### src/rtl/img_accel_pkg.sv
// Shared types and default widths for the image accelerator write path.
package img_accel_pkg;

   localparam int unsigned PIX_W_DEF        = 12;
   localparam int unsigned PIX_PER_WORD_DEF = 9;
   localparam int unsigned DATA_SIZE_DEF    = 108;
   localparam int unsigned ADD_SIZE_DEF     = 12;

   typedef enum logic [1:0] {
      FILL,
      ISSUE,
      WAIT_ACK
   } packer_state_t;

endpackage

### src/rtl/pixel_word_packer.sv
// Packs PIX_PER_WORD pixels into one word and writes it to the memory controller with retry on ack timeout.
// Optional build macro PACKER_WORD_CNT_EN adds the saturating words_written output.
module pixel_word_packer
   import img_accel_pkg::*;
#(
   parameter int unsigned PIX_W        = PIX_W_DEF,
   parameter int unsigned PIX_PER_WORD = PIX_PER_WORD_DEF,
   parameter int unsigned DATA_SIZE    = DATA_SIZE_DEF,
   parameter int unsigned ADD_SIZE     = ADD_SIZE_DEF,
   parameter int unsigned ACK_TIMEOUT  = 15
) (
   input  logic                 clk,
   input  logic                 rst,
   input  logic                 pix_valid,
   output logic                 pix_ready,
   input  logic [PIX_W-1:0]     pix_data,
   input  logic                 pix_last,
   output logic                 in_valid,
   output logic                 write_en,
   output logic [ADD_SIZE-1:0]  address_out,
   output logic [DATA_SIZE-1:0] data_out,
   input  logic                 out_ready,
   output logic                 frame_done,
   output logic                 err_timeout
`ifdef PACKER_WORD_CNT_EN
   ,
   output logic [ADD_SIZE:0]    words_written
`endif
);

   localparam int unsigned LANE_W = $clog2(PIX_PER_WORD + 1);
   localparam int unsigned TO_W   = $clog2(ACK_TIMEOUT + 1);

   packer_state_t        state_q, state_d;
   logic [LANE_W-1:0]    lane_q, lane_d;
   logic [TO_W-1:0]      cnt_q, cnt_d;
   logic                 last_q, last_d;
   logic [DATA_SIZE-1:0] word_d;
   logic [ADD_SIZE-1:0]  addr_d;
   logic                 ready_d, valid_d, done_d, err_d;
   logic                 ack;

   assign ack = (state_q == WAIT_ACK) && out_ready;

   // State register
   always_ff @(posedge clk or negedge rst) begin
      if (!rst) state_q <= FILL;
      else      state_q <= state_d;
   end

   // Next-state, datapath and output decode
   always_comb begin
      state_d = state_q;
      lane_d  = lane_q;
      cnt_d   = cnt_q;
      last_d  = last_q;
      word_d  = data_out;
      addr_d  = address_out;
      err_d   = err_timeout;
      done_d  = 1'b0;

      case (state_q)
         FILL: begin
            if (pix_valid && pix_ready) begin
               for (int unsigned i = 0; i < PIX_PER_WORD; i++) begin
                  if (lane_q == LANE_W'(i)) word_d[i*PIX_W +: PIX_W] = pix_data;
               end
               lane_d = lane_q + LANE_W'(1);
               last_d = pix_last;
               if (lane_q == LANE_W'(PIX_PER_WORD - 1) || pix_last) state_d = ISSUE;
            end
         end
         ISSUE: begin
            cnt_d   = '0;
            state_d = WAIT_ACK;
         end
         WAIT_ACK: begin
            if (out_ready) begin
               state_d = FILL;
               word_d  = '0;
               lane_d  = '0;
               last_d  = 1'b0;
               if (last_q) begin
                  done_d = 1'b1;
                  addr_d = '0;
               end else begin
                  addr_d = address_out + ADD_SIZE'(1);
               end
            end else if (cnt_q == TO_W'(ACK_TIMEOUT - 1)) begin
               // Re-issue the same word and address after a missing acknowledge
               err_d   = 1'b1;
               state_d = ISSUE;
            end else begin
               cnt_d = cnt_q + TO_W'(1);
            end
         end
         default: state_d = FILL;
      endcase

      ready_d = (state_d == FILL);
      // Request rises one cycle after entering ISSUE and holds through retries
      valid_d = (state_q == ISSUE) || ((state_q == WAIT_ACK) && !out_ready);
   end

   // Registered datapath and outputs
   always_ff @(posedge clk or negedge rst) begin
      if (!rst) begin
         lane_q      <= '0;
         cnt_q       <= '0;
         last_q      <= 1'b0;
         data_out    <= '0;
         address_out <= '0;
         pix_ready   <= 1'b0;
         in_valid    <= 1'b0;
         write_en    <= 1'b0;
         frame_done  <= 1'b0;
         err_timeout <= 1'b0;
      end else begin
         lane_q      <= lane_d;
         cnt_q       <= cnt_d;
         last_q      <= last_d;
         data_out    <= word_d;
         address_out <= addr_d;
         pix_ready   <= ready_d;
         in_valid    <= valid_d;
         write_en    <= valid_d;
         frame_done  <= done_d;
         err_timeout <= err_d;
      end
   end

`ifdef PACKER_WORD_CNT_EN
   // Lifetime count of acknowledged words, saturating
   always_ff @(posedge clk or negedge rst) begin
      if (!rst)                             words_written <= '0;
      else if (ack && (words_written != '1)) words_written <= words_written + (ADD_SIZE+1)'(1);
   end
`else
   logic unused_ack;
   assign unused_ack = ack;
`endif

endmodule

### config.mk
export PLATFORM = sky130hd
export DESIGN_NAME = pixel_word_packer
export DESIGN_NICKNAME = d
export VERILOG_FILES = /design/src/rtl/img_accel_pkg.sv /design/src/rtl/pixel_word_packer.sv
export SDC_FILE = /design/constraint.sdc
export NUM_CORES = 1
export LEC_CHECK = 0
export ABC_CLOCK_PERIOD_IN_PS = 1800
export BUFFER_PORTS_ARGS = -buffer_cell sky130_fd_sc_hd__buf_2
export CAP_MARGIN = 20
export CORE_MARGIN = 1.5
export CORE_UTILIZATION = 30
export DETAILED_ROUTE_END_ITERATION = 6
export GPL_TIMING_DRIVEN = 1
export SLEW_MARGIN = 5
export SYNTH_ARGS = -nofsm -noshare
export SYNTH_HDL_FRONTEND = slang
export SYNTH_SLANG_ARGS = --single-unit
export TNS_END_PERCENT = 30
### constraint.sdc
create_clock -name clk -period 1.8 [get_ports clk]
set_clock_uncertainty 0.1 [all_clocks]
set_input_delay 0.36 -clock clk [delete_from_list [all_inputs] [get_ports clk]]
set_output_delay 0.36 -clock clk [all_outputs]
set_load 0.1 [all_outputs]
## Word level (Yosys, flattened, before mapping)

Cells that the tools add are included.

| operators by class | value |
|---|---|
| $add $sub $neg | 3 |
| reduce and logical (&&, ||, !) cells | 23 |
| multiplexer cells | 30 |
| equality and inequality tests | 24 |
| bitwise gates (word level) | 1 |

Operators with widths:

| kind | count |
|---|---|
| 2-to-1 mux 108 bit | 2 |
| case mux 108 bit (2 select lines) | 1 |
| 2-to-1 mux 12 bit | 10 |
| AND reduction 4 bit | 9 |
| inequality test 2 bit, second input constant | 13 |
| equality test 4 x 3 -> 1 bit, second input constant | 4 |
| 2-to-1 mux 4 bit | 4 |
| case mux 4 bit (2 select lines) | 2 |
| adder 12 x 1 -> 12 bit, second input constant | 1 |
| AND reduction 3 bit | 3 |
| adder 4 x 1 -> 4 bit, second input constant | 2 |
| equality test 4 x 2 -> 1 bit, second input constant | 2 |
| equality test 4 bit, second input constant | 2 |
| 2-to-1 mux 2 bit | 4 |
| case mux 2 bit (3 select lines) | 1 |
| 2-to-1 mux 1 bit | 5 |
| equality test 4 x 1 -> 1 bit, second input constant | 1 |
| zero test 2 bit | 2 |
| zero test 4 bit | 1 |
| nonzero test 2 bit | 2 |
| equality test 2 x 1 -> 1 bit, second input constant | 1 |
| equality test 2 bit, second input constant | 1 |
| logical AND 1 bit | 2 |
| logical OR 1 bit | 2 |
| other kinds (4) | 4 |

| word-level totals | value |
|---|---|
| logic and storage cells | 99 |
| bits of input ports | 17 |
| register bits | 135 |

## Longest topological paths before layout

| logic depth | value |
|---|---|
| depth after elaboration | 6 |
| gate-level depth with buffers | 7 |
| mapped depth without buffers | 5 |

## Worst setup path before layout

No wires, ideal clock.

| timing | value |
|---|---|
| path type | register to register |
| start point | register address_out[0] |
| end point | register address_out[10] |
| path slack | -368 ps |
| data required time | 1613 ps |
| cell stages (with the launch flop) | 5 |
| data arrival time | 1981 ps |
| cells stage by stage | dfrtp_1 > ha_1 > nand3_1 > or3_1 > o211ai_1 |

| on the way | value |
|---|---|
| word-level cells in the longest chain between the ends | 2 |

Ends and longest elaborated chain:

| element | RTL line | source |
|---|---|---|
| start: declaration | pixel_word_packer.sv:20 | `output logic [ADD_SIZE-1:0] address_out,` |
| start signal: assignment | pixel_word_packer.sv:123 | `address_out <= addr_d;` |
| adder 12 x 1 -> 12 bit | pixel_word_packer.sv:87 | `addr_d = address_out + ADD_SIZE'(1);` |
| 2-to-1 mux 12 bit | pixel_word_packer.sv:83 | `if (last_q) begin` |

No other way between the ends.
A chain may end at the register's enable or synchronous reset.

## Worst setup path after layout

| timing | value |
|---|---|
| start point | register state_q[1] |
| end point | register data_out[94] |

| on the way | value |
|---|---|
| word-level cells in the longest chain between the ends | 3 |
| elaborated cells between the ends (all ways) | 8 |
| classes of those cells | eq/ne (4); mux (1); reduce/logical (3) |

Ends and longest elaborated chain:

| element | RTL line | source |
|---|---|---|
| start: declaration | pixel_word_packer.sv:34 | `packer_state_t state_q, state_d;` |
| start signal: assignment | pixel_word_packer.sv:48 | `else state_q <= state_d;` |
| equality test 2 bit or zero test 2 bit (tied branches) | pixel_word_packer.sv:62 | `case (state_q)` |
| inequality test 2 bit (no line) or nonzero test 2 bit (tied branches) | n/a |  |
| AND reduction 4 bit (no line) | n/a |  |
| end signal: assignment | pixel_word_packer.sv:122 | `data_out <= word_d;` |
| end: declaration | pixel_word_packer.sv:21 | `output logic [DATA_SIZE-1:0] data_out,` |

Several ways; a longest one is shown, not always the timed one.

==> metrics.md <==
| Metric | Value |
|---|---|
| First-pass GRT wire length | `34.82 mm` |
| Residual antenna-violating net count after detailed routing | `0` |
| Net count after synthesis | `slightly above 700` |
| Fraction of post-synthesis cell area in the top cell type by area | `between 40% and 50%` |
| Count of input and output buffers | `141` |
| Drc violations | `0` |
| CTS tree | `yes` |
| Number of top-level design ports | `roughly 140` |
| Die height | `155.8 um` |
| Vias in the first global route | `6017` |
| M1 wire length | `approximately 10 mm` |
| Critical path's largest stage delay | `around 520 ps` |
| Maximum number of pins on one net before global-route repair | `between 100 and 150` |
| Final critical delay including setup and external delays | `between 1500 and 2000 ps` |
| Run status | `finished clean` |
| Cell with the biggest individual delay on the critical path | `sky130_fd_sc_hd__dfrtp_4` |
| Number of synthesized flops with an enable pin | `0` |
| Met2 Routed Length | `10.59 mm` |
| Class of the worst hold path | `input pin to flop` |
| Layout Utilization | `between 40% and 50%` |
| Final number of max-transition violations | `0` |
| Cell Area, Synth | `approximately 7000 um2` |
| Die ar. | `between 20000 and 25000 um2` |
| Total overflow reported by the global router | `0` |
| DR pass1 iterations | `6` |
| Final Wtd Congestion | `0.7690` |
| Number of instances in the synthesized netlist | `about 690` |
| Via density per instance | `about 5.3` |
| Cell taking the most area after synthesis | `sky130_fd_sc_hd__dfrtp_1` |
| Top cell types by occurrence after synthesis | `sky130_fd_sc_hd__dfrtp_1 (135), sky130_fd_sc_hd__nand3_1 (87), sky130_fd_sc_hd__nor4_1 (61)` |
| Final instance count without filler cells | `1173` |
| Worst endpoint required time | `approximately 2000 ps` |
| Maximum count of clock buffers along a single path | `2` |
| Horizontal die dimension | `around 160 um` |
| Fmax | `557.7 MHz` |
| Number of synthesized register bits | `about 140` |
| Data arrival at the endpoint of the critical path | `a little over 2000 ps` |
| Area grow syn2layout | `33.57%` |
| Most repeated cell in the gate-level netlist after synthesis | `sky130_fd_sc_hd__dfrtp_1` |
| CTS clock-pin slew for the worst setup and hold paths | `around 60 ps` |
| Area of the placeable core | `between 20000 and 25000 um2` |
| Dominant register cell in the synthesized netlist | `sky130_fd_sc_hd__dfrtp_1` |
| Antenna violations before repair | `0` |
| Latest clock arrival within the worst-skew pair | `about 420 ps` |
| Clock sinks | `about 140` |
| Initial core utilization | `between 30% and 40%` |
| WP buf/inv | `2` |
| Transition time at the pin with the least slew margin | `between 700 and 800 ps` |
| Clock Root Buffer | `sky130_fd_sc_hd__clkbuf_16` |
| Relative slew slack | `between 50% and 60%` |
| Minimum setup slack after placement | `-33.47 ps` |
| Routed length per instance | `approximately 19 um` |
| Top Metal Used | `met4` |
| Worst Path Class, Setup | `flop to flop` |
| Site row count | `55` |
| Top Family by Delay on Critical Path | `simple AND/OR/NAND/NOR gates` |
| Netlist cell types | `40` |
| Worst setup SP type | `flop` |
| Final hold vios | `0` |
| HPWL after detailed placement | `roughly 14 mm` |
| Detailed-routed wire length on met3 | `around 1.4 mm` |
| Register area share after synthesis | `between 40% and 50%` |
| Total setup violations reported at the end of the flow | `0` |
| Cells taking the most area after synthesis | `sky130_fd_sc_hd__dfrtp_1 (48%), sky130_fd_sc_hd__a211o_1 (7.4%), sky130_fd_sc_hd__nor3b_1 (6.4%)` |
| RSZ-0062 raised after global routing | `yes` |
| Total vias in the final route | `6263` |
| Total number of nets in the final design | `870` |
| Total number of H-tree levels | `4` |
| Total GRT Usage | `a little under a fifth` |
| Worst Setup End Kind | `flop` |
| Accumulated negative setup slack | `0 ps` |
| Synth async-reset ratio | `between 90% and 100%` |
| Synthesized area per cell | `10.13 um2` |
| Count of max-cap constraint violations | `0` |
| Layout cell share with drive strength beyond 1 | `around a third` |
| DRT iter0 DRCs | `between 300 and 400` |
| Count of warnings emitted by yosys | `0` |
| TritonCTS Buffers | `17` |
| Placed instance count | `around 1100` |
| Post-route clock period utilization | `99.62%` |
| Final wirelength | `around 23 mm` |
| Worst-path maximum fanout | `42` |
| Setup slack of the critical path after layout | `6.876 ps` |
| Worst path cell trace | `nand4bb_4 -> buf_12 -> buf_4 -> nor4_2 -> a211o_1` |
==> cell usage in the layout (no fill, tap or decap), types with 4 or more instances in the layout <==
cell type	n
sky130_fd_sc_hd__o21ai_0	9
sky130_fd_sc_hd__clkbuf_4	4
sky130_fd_sc_hd__or3_1	5
sky130_fd_sc_hd__clkbuf_16	18
sky130_fd_sc_hd__or4_1	32
sky130_fd_sc_hd__mux2i_1	16
sky130_fd_sc_hd__clkinv_2	4
sky130_fd_sc_hd__nor3b_1	60
sky130_fd_sc_hd__nand2b_1	4
sky130_fd_sc_hd__dfrtp_1	123
sky130_fd_sc_hd__inv_1	19
sky130_fd_sc_hd__nor4_2	17
sky130_fd_sc_hd__nor4_1	44
sky130_fd_sc_hd__nand3_1	81
sky130_fd_sc_hd__buf_4	43
sky130_fd_sc_hd__buf_2	136
sky130_fd_sc_hd__dfrtp_2	10
sky130_fd_sc_hd__or3b_4	8
sky130_fd_sc_hd__and3b_1	5
sky130_fd_sc_hd__nand3_2	6
sky130_fd_sc_hd__nand3b_1	43
sky130_fd_sc_hd__nand2_1	29
sky130_fd_sc_hd__buf_12	15
sky130_fd_sc_hd__or4_4	6
sky130_fd_sc_hd__a211o_1	59
==> logic make-up (layout without fill, tap and decap cells) <==
kind of cell / after synthesis / count (layout) / share of synthesized area [%]
flops: 135 / 135 / 48.24
mux: 16 / 16 / 2.287
fa+ha+maj: 7 / 7 / 1.251
buf+inv: 91 / 255 / 5.771
simple gates: 354 / 358 / 32.34
compound gates: 88 / 88 / 10.11
other cells: 0 / 1 / 0
==> area by class of cell <==
class / count / area [um2]
repair buffers: 203 / 1435
fillers: 2237 / 13420
flip-flops and latches: 135 / 3398
clock inverters: 11 / 98.84
diodes: 1 / 2.502
well taps: 313 / 391.6
multi-input cells: 469 / 3482
inverters: 20 / 75.07
clock buffers: 21 / 470.5
==> per-stage QoR <==
stage	cell area (um2)	hold slack [ps]
finish	9354	120.3
global route	9351	105.8
CTS	9041	103.5
detailed placement	8396	204.3
global placement	8396	208.3
floorplan	7034	-35.59
==> sequential cells by signal, summed over array words and instances (netlist names), 2 cells and up <==
| signal | flops |
|---|---|
| address_out | 12 |
| lane_q | 4 |
| data_out | 108 |
| state_q | 2 |
| cnt_q | 4 |
==> worst reg2reg max path: stages (launching register included) <==
cell	delay [ps]
sky130_fd_sc_hd__dfrtp_4	520
sky130_fd_sc_hd__nand4bb_4	300
sky130_fd_sc_hd__buf_12	210
sky130_fd_sc_hd__buf_4	210
sky130_fd_sc_hd__nor4_2	250
sky130_fd_sc_hd__a211o_1	140
==> path summary, 6_finish.rpt <==
kind,start,endpoint,slack [ps],depth (start not counted)
worst max-delay path,state_q[1],data_out[94],7,5
worst min-delay path,pix_last,last_q,120,2
worst max register to register,state_q[1],data_out[94],7,5
worst min register to register,err_timeout,err_timeout,350,1
max in group asynchronous,rst,data_out[1],690,3
min in group asynchronous,rst,address_out[2],320,2
==> timing repair <==
action                                 in CTS  in global routing
setup buffers                               2                  8
endpoints found under the hold margin      33                  0
hold buffers                                1                  0
setup endpoints to repair                  28                 96
pin swaps                                   1                  3
gates resized for setup                     7                 48
gates cloned                                3                  2
==> metal layers <==
| metal | vias up | track usage, % |
|---|---|---|
| li1 | 2953 | - |
| met1 | 3124 | 25.56 |
| met2 | 169 | 28.85 |
| met3 | 17 | 5.556 |
| met4 | 0 | 4.218 |
| met5 | - | 0 |
Power is left out: the tool's default activity adds up to more than one toggle a clock period on the data nets, which glitch-free logic cannot reach.
